--- src/rtl/knn_ctrl.sv ---
// knn_ctrl: sequencer for the KNN sorted-list datapath.
// Fetches one distance per training point, inserts it into the list, then streams the K nearest ids.
module knn_ctrl #(
  parameter int DATA_W  = 32,
  parameter int NBR_KNN = 4,
  parameter int IDX_W   = 8,
  parameter int SEL_W   = $clog2(NBR_KNN)
) (
  input  logic              clk,
  input  logic              rst,
  input  logic              start,
  input  logic              abort,
  input  logic [IDX_W-1:0]  npoints,
  output logic              busy,
  output logic              done,
  output logic              dist_req,
  output logic [IDX_W-1:0]  dist_id,
  input  logic              dist_ack,
  input  logic [DATA_W-1:0] dist_val,
  output logic              list_clr,
  output logic              list_valid,
  output logic [DATA_W-1:0] list_dist,
  output logic [IDX_W-1:0]  list_id,
  output logic [SEL_W-1:0]  knn_sel,
  input  logic [IDX_W-1:0]  knn_info,
  output logic              res_valid,
  input  logic              res_ready,
  output logic [IDX_W-1:0]  res_id,
  output logic [SEL_W-1:0]  res_rank
);

  // state  | meaning
  // IDLE   | waiting for start; also retires done/busy after a run
  // CLEAR  | list_clr pulse, point index reset
  // REQ    | dist_req held for point idx until dist_ack
  // INSERT | list_valid pulse, advance to next point or to readout
  // READ   | knn_sel = rank, list id captured at end of cycle
  // OUT    | result held until res_ready
  // DONE   | run finished, done pulses next cycle
  typedef enum logic [2:0] {IDLE, CLEAR, REQ, INSERT, READ, OUT, DONE} state_t;

  state_t           state;
  logic [IDX_W-1:0] idx;
  logic [IDX_W-1:0] count;
  logic [IDX_W-1:0] count_m1;
  logic [SEL_W-1:0] rank;
  logic [SEL_W-1:0] last_rank;

  assign count_m1 = count - IDX_W'(1);

  // Only ranks that hold a real point are reported.
  always_comb begin
    if (count >= IDX_W'(NBR_KNN)) last_rank = SEL_W'(NBR_KNN - 1);
    else                          last_rank = count_m1[SEL_W-1:0];
  end

  always_ff @(posedge clk or negedge rst) begin
    if (!rst) begin
      state      <= IDLE;
      idx        <= '0;
      count      <= '0;
      rank       <= '0;
      busy       <= 1'b0;
      done       <= 1'b0;
      dist_req   <= 1'b0;
      dist_id    <= '0;
      list_clr   <= 1'b0;
      list_valid <= 1'b0;
      list_dist  <= '0;
      list_id    <= '0;
      knn_sel    <= '0;
      res_valid  <= 1'b0;
      res_id     <= '0;
      res_rank   <= '0;
    end else if (abort && state != IDLE) begin
      state      <= IDLE;
      busy       <= 1'b0;
      done       <= 1'b0;
      dist_req   <= 1'b0;
      list_clr   <= 1'b0;
      list_valid <= 1'b0;
      res_valid  <= 1'b0;
    end else begin
      case (state)
        IDLE: begin
          done <= 1'b0;
          busy <= 1'b0;
          if (start && !busy) begin
            busy <= 1'b1;
            if (npoints != '0) begin
              count    <= npoints;
              list_clr <= 1'b1;
              state    <= CLEAR;
            end else begin
              state <= DONE;
            end
          end
        end
        CLEAR: begin
          list_clr <= 1'b0;
          idx      <= '0;
          dist_id  <= '0;
          dist_req <= 1'b1;
          state    <= REQ;
        end
        REQ: begin
          if (dist_ack) begin
            dist_req   <= 1'b0;
            list_dist  <= dist_val;
            list_id    <= idx;
            list_valid <= 1'b1;
            state      <= INSERT;
          end
        end
        INSERT: begin
          list_valid <= 1'b0;
          if (idx == count_m1) begin
            rank    <= '0;
            knn_sel <= '0;
            state   <= READ;
          end else begin
            idx      <= idx + IDX_W'(1);
            dist_id  <= idx + IDX_W'(1);
            dist_req <= 1'b1;
            state    <= REQ;
          end
        end
        READ: begin
          res_id    <= knn_info;
          res_rank  <= rank;
          res_valid <= 1'b1;
          state     <= OUT;
        end
        OUT: begin
          if (res_ready) begin
            res_valid <= 1'b0;
            if (rank == last_rank) begin
              state <= DONE;
            end else begin
              rank    <= rank + SEL_W'(1);
              knn_sel <= rank + SEL_W'(1);
              state   <= READ;
            end
          end
        end
        DONE: begin
          done  <= 1'b1;
          state <= IDLE;
        end
        default: state <= IDLE;
      endcase
    end
  end

endmodule

--- config.mk ---
export PLATFORM = sky130hd
export DESIGN_NAME = knn_ctrl
export DESIGN_NICKNAME = d
export VERILOG_FILES = /design/src/rtl/knn_ctrl.sv
export SDC_FILE = /design/constraint.sdc
export NUM_CORES = 1
export LEC_CHECK = 0
export CAP_MARGIN = 5
export CORE_MARGIN = 4
export CORE_UTILIZATION = 30
export DETAILED_ROUTE_END_ITERATION = 10
export PLACE_DENSITY = 0.68
export SLEW_MARGIN = 20
export SYNTH_ARGS = -nofsm -noshare
export SYNTH_HDL_FRONTEND = slang
export SYNTH_SLANG_ARGS = --single-unit
--- constraint.sdc ---
create_clock -name clk -period 5 [get_ports clk]
set_input_delay 1.25 -clock clk [delete_from_list [all_inputs] [get_ports clk]]
set_output_delay 1.25 -clock clk [all_outputs]
set_load 0.02 [all_outputs]
# Yosys cells after proc, flatten, opt, wreduce, memory -nomap -nowiden
# Index checks and enable logic that the tools add are counted.
# word_totals
regBits,77
input_bits,54
elab_cells,94
# op_classes
add_sub_neg,3
magnitude_cmp,1
eq_ne,17
n_mux,34
bitwise_logic,1
reduce_logical,24
# ops
operator,n
3-bit 2-to-1 mux,6
3-bit case mux with 6 select lines,1
8-bit case mux with 2 select lines,1
"3-bit != test, second input constant",5
3-bit AND reduction,5
3-bit nonzero test,5
1-bit 2-to-1 mux,14
2-bit 2-to-1 mux,5
"3-bit equality test, second input constant",3
"8-bit by 1-bit adder with 8-bit output, second input constant",1
8-bit equality test,1
"8-bit by 3-bit >= comparator with 1-bit output, second input constant",1
8-bit 2-to-1 mux,1
"2-bit != test, second input constant",4
1-bit case mux with 2 select lines,4
8-bit nonzero test,1
"8-bit by 1-bit subtractor with 8-bit output, second input constant",1
"3-bit by 2-bit equality test with 1-bit output, second input constant",2
2-bit AND reduction,3
2-bit nonzero test,3
5-bit AND reduction,1
2-bit case mux with 2 select lines,1
4-bit AND reduction,1
4-bit nonzero test,1
other kinds (8),9

# Logic depth before layout (Yosys ltp)
# logic_depth
word_depth,7
depth_mapped,9
ltp_nobuf,8

# Worst setup path after synthesis
# No wires, ideal clock.
# synth_path
kind,input to register
from,input port npoints[5]
to,register count[3]
arrival_ns,2.521
t_required_ns,4.875
setup_slack_ns,2.355
stages,5
n_path_buf,1
cell_sequence,or4_1 > nor2_1 > nor2_1 > buf_1 > mux2_2
# synth_between
elab_chain_len,2
# synth_rtl
element,line,text
start: declaration,13,"input logic [IDX_W-1:0] npoints,"
8-bit nonzero test,90,if (npoints != '0) begin
4-bit AND reduction (no line),-,
end signal: assignment,91,count <= npoints;
end: declaration,44,logic [IDX_W-1:0] count;
# Every way passes these cells.
# A chain may end at the register's enable or synchronous reset.

# Worst setup path in the final report
# layout_path
from,input port abort
to,register list_id[4]
# layout_between
elab_chain_len,3
# layout_rtl
element,line,text
start: declaration,12,"input logic abort,"
1-bit logical AND,75,end else if (abort && state != IDLE) begin
1-bit inverter (no line),-,
3-bit AND reduction (no line),-,
end signal: assignment,110,list_id <= idx;
end: declaration,23,"output logic [IDX_W-1:0] list_id,"
# Every way passes these cells.

==> qor.yml <==
run_status: "completed"
finalWorstPathRequiredPeriod_ns: 3.416
syn_area_per_cell_um2: 11.97
start_util_pct: 30.98
cts-hold-fix-buffers: 0
final-hold-violation-count: 0
globalplace.congestion: 0.8157
irDropWorstVdd_v: 0.0002363
cts_tree: "done"
n_antenna_cell: 0
yosysSeqAreaShare_pct: 54.02
critical_path.startpoint: "abort"
rsz0062_at_grt: "no"
yosys-top-cells-count: "dfrtp_1, mux2_2, nor2_1"
worstPathRequired_ns: 5.20
worstMarginPinSlew_ns: 0.9637
layout-drive-gt1-share_pct: 18.94
grt-ovfl-total: 0
final_max_slew_viol_count: 0
io_pins: 120
finish.utilization_pct: 44.80
ctsLongestPathBuffers: 2
std_cell_rows: 39
place.detailed.hpwl_mm: 6.380
clkSinkCount: 77
max_freq_mhz: 292.7
synth_enable_flop_cells: 0
totalNegativeSetupSlack_ns: 0
setup.worst_path.class: "in2reg"
synthDominantAreaCellType: "dfrtp_1"
finClkSkew_ns: 0.007347
final_antenna_net_count: 0
worst_min_path_start: "list_valid$_DFFE_PN0P_"
number_of_global_route_vias_before_repair: 2829
clock_slew_at_reported_path_ffs_ns: 0.06
grt_pass1_wl_mm: 14.19
design.die.area_um2: 13700
drt_pass1_iterations: 4
cts_setup_buffers: 0
routed_len_inst_um: 15.72
tritoncts.num_buffers: 9
slew-limit-headroom_pct: 35.53
port_buffers: 119
final-setup-viol-count: 0
number_of_vias_after_detailed_routing: 2716
synthToLayoutAreaGrowth_pct: 44.62
antenna_found_initial: 0
max_cap_violations: 0
ys_warn_count: 0
layout.filler_cells: 1106
detailed_route_wl_mm: 8.801
dieHeight_um: 117.0
design.core.area_um2: 11520
total_number_of_h_tree_levels: 3
post_synth_inst_count: 298
r2r_start: "count[0]$_DFFE_PN0P_"
timing.final.crit_share_pct: 68.32
power_leakage_nw: 2.170
hold_path.class: "reg2reg"
yosys.area.top_type_share_pct: 54.02
dominantRegCellSynth: "dfrtp_1"
vias_per_cell: 4.850
syn-cell-area_um2: 3567
drc_errors: 0
clk_latency_ns: 0.32
clock-root-buffer: "clkbuf_16"
post_cts_resize_count: 0
crit_arrival_ns: 3.62
critPathLaunchType: "input port"
largest_net_degree_at_the_start_of_global_routing: 78
design_power_total_mw: 2.680
async_set_reset_flop_share_out_of_synthesis_pct: 100.0
syn_nets: 354
synth.lib_cells_used.distinct: 51
critPathCaptureType: "register"
power_per_cell_area_nw_per_um2: 519.4
grt.total_usage_pct: 13.22
yosysMostFrequentCell: "dfrtp_1"
num-nets-final: 470
ys_ff_latch: 77
die-width_um: 117.0
timing.critical_path.fanout_max: 42
detailedRoute.firstIterationViolations: 126
main_area_contributors_after_synthesis: "dfrtp_1, mux2_2, nor2_1"
==> layer usage <==
layer	part of all wire [%]	vias up	global-route usage [%]	wire length (um)
li1	-	1308	-	-
met1	43	1310	16.21	3818
met2	49	89	21.58	4287
met3	6.8	9	5.501	598
met4	1.1	0	3.593	97
met5	0	-	0	0
==> sequential cells by signal (all words and copies together) (netlist names), 2 cells and up <==
register / flops
list_dist: 32
count: 8
res_rank: 2
list_id: 8
idx: 8
rank: 2
state: 3
res_id: 8
==> cell usage in the layout, fill, tap and decap left out, types with 7 or more instances in the layout <==
cell / count
clkbuf_16: 9
clkdlybuf4s50_1: 118
dfrtp_1: 77
mux2_2: 56
inv_1: 9
nand2_1: 15
xnor2_1: 7
o21ai_0: 11
nor2_1: 20
a21oi_1: 12
==> logic make-up (layout without fill, tap and decap cells) <==
logic type,after synthesis,after routing,share of synthesized area [%]
and+or+nand+nor,79,79,12.52
muxes,57,57,17.96
buffers and inverters,23,142,2.946
xor gates and xnor gates,13,13,3.192
AOI/OAI and AO/OA,47,47,8.664
DFF,77,77,54.02
adders and majority gates,2,2,0.7014
==> where the power goes <==
part | leakage [nW] | internal, mW | switching [mW]
Sequential | 0.996 | 0.820 | 0.174
Combinational | 1.04 | 0.555 | 0.491
Clock | 0.136 | 0.394 | 0.245
==> per-stage QoR <==
step | setup slack [ns] | area, um2 | std cells | hold slack [ns]
global placement | 1.286 | 4866 | 546 | 0.4672
global route | 1.405 | 5159 | 560 | 0.5023
floorplan | 2.355 | 3567 | 298 | 0.5241
CTS | 1.554 | 5155 | 560 | 0.4825
detailed placement | 1.213 | 4866 | 546 | 0.4696
finish | 1.584 | 5159 | 560 | 0.4794
==> worst max-delay path: stages <==
cell,delay [ns]
clkdlybuf4s50_1,0.68
nor4b_1,0.51
nand2_2,0.63
mux2_2,0.51
==> area by class of cell <==
cell class,instances,area (um2),area share [%]
Clock buffer,10,239.0,4.633
Clock inverter,4,50.05,0.9702
Inverter,9,33.78,0.6549
Multi-Input combinational cell,198,1538,29.81
Sequential cell,77,1927,37.35
Tap cell,143,178.9,3.468
Timing Repair Buffer,119,1192,23.11
==> path summary, 6_finish.rpt <==
check / endpoint / slack (ns) / depth (start not counted)
max: list_id[4]$_DFFE_PN0P_ / 1.58 / 4
min: list_valid$_DFFE_PN0P_ / 0.48 / 2
max reg2reg: idx[0]$_DFFE_PN0P_ / 2.20 / 8
min reg2reg: list_valid$_DFFE_PN0P_ / 0.48 / 2
max in group asynchronous: busy$_DFFE_PN0P_ / 3.54 / 1
min in group asynchronous: count[6]$_DFFE_PN0P_ / 0.93 / 1
(Power assumes the default switching activity.)
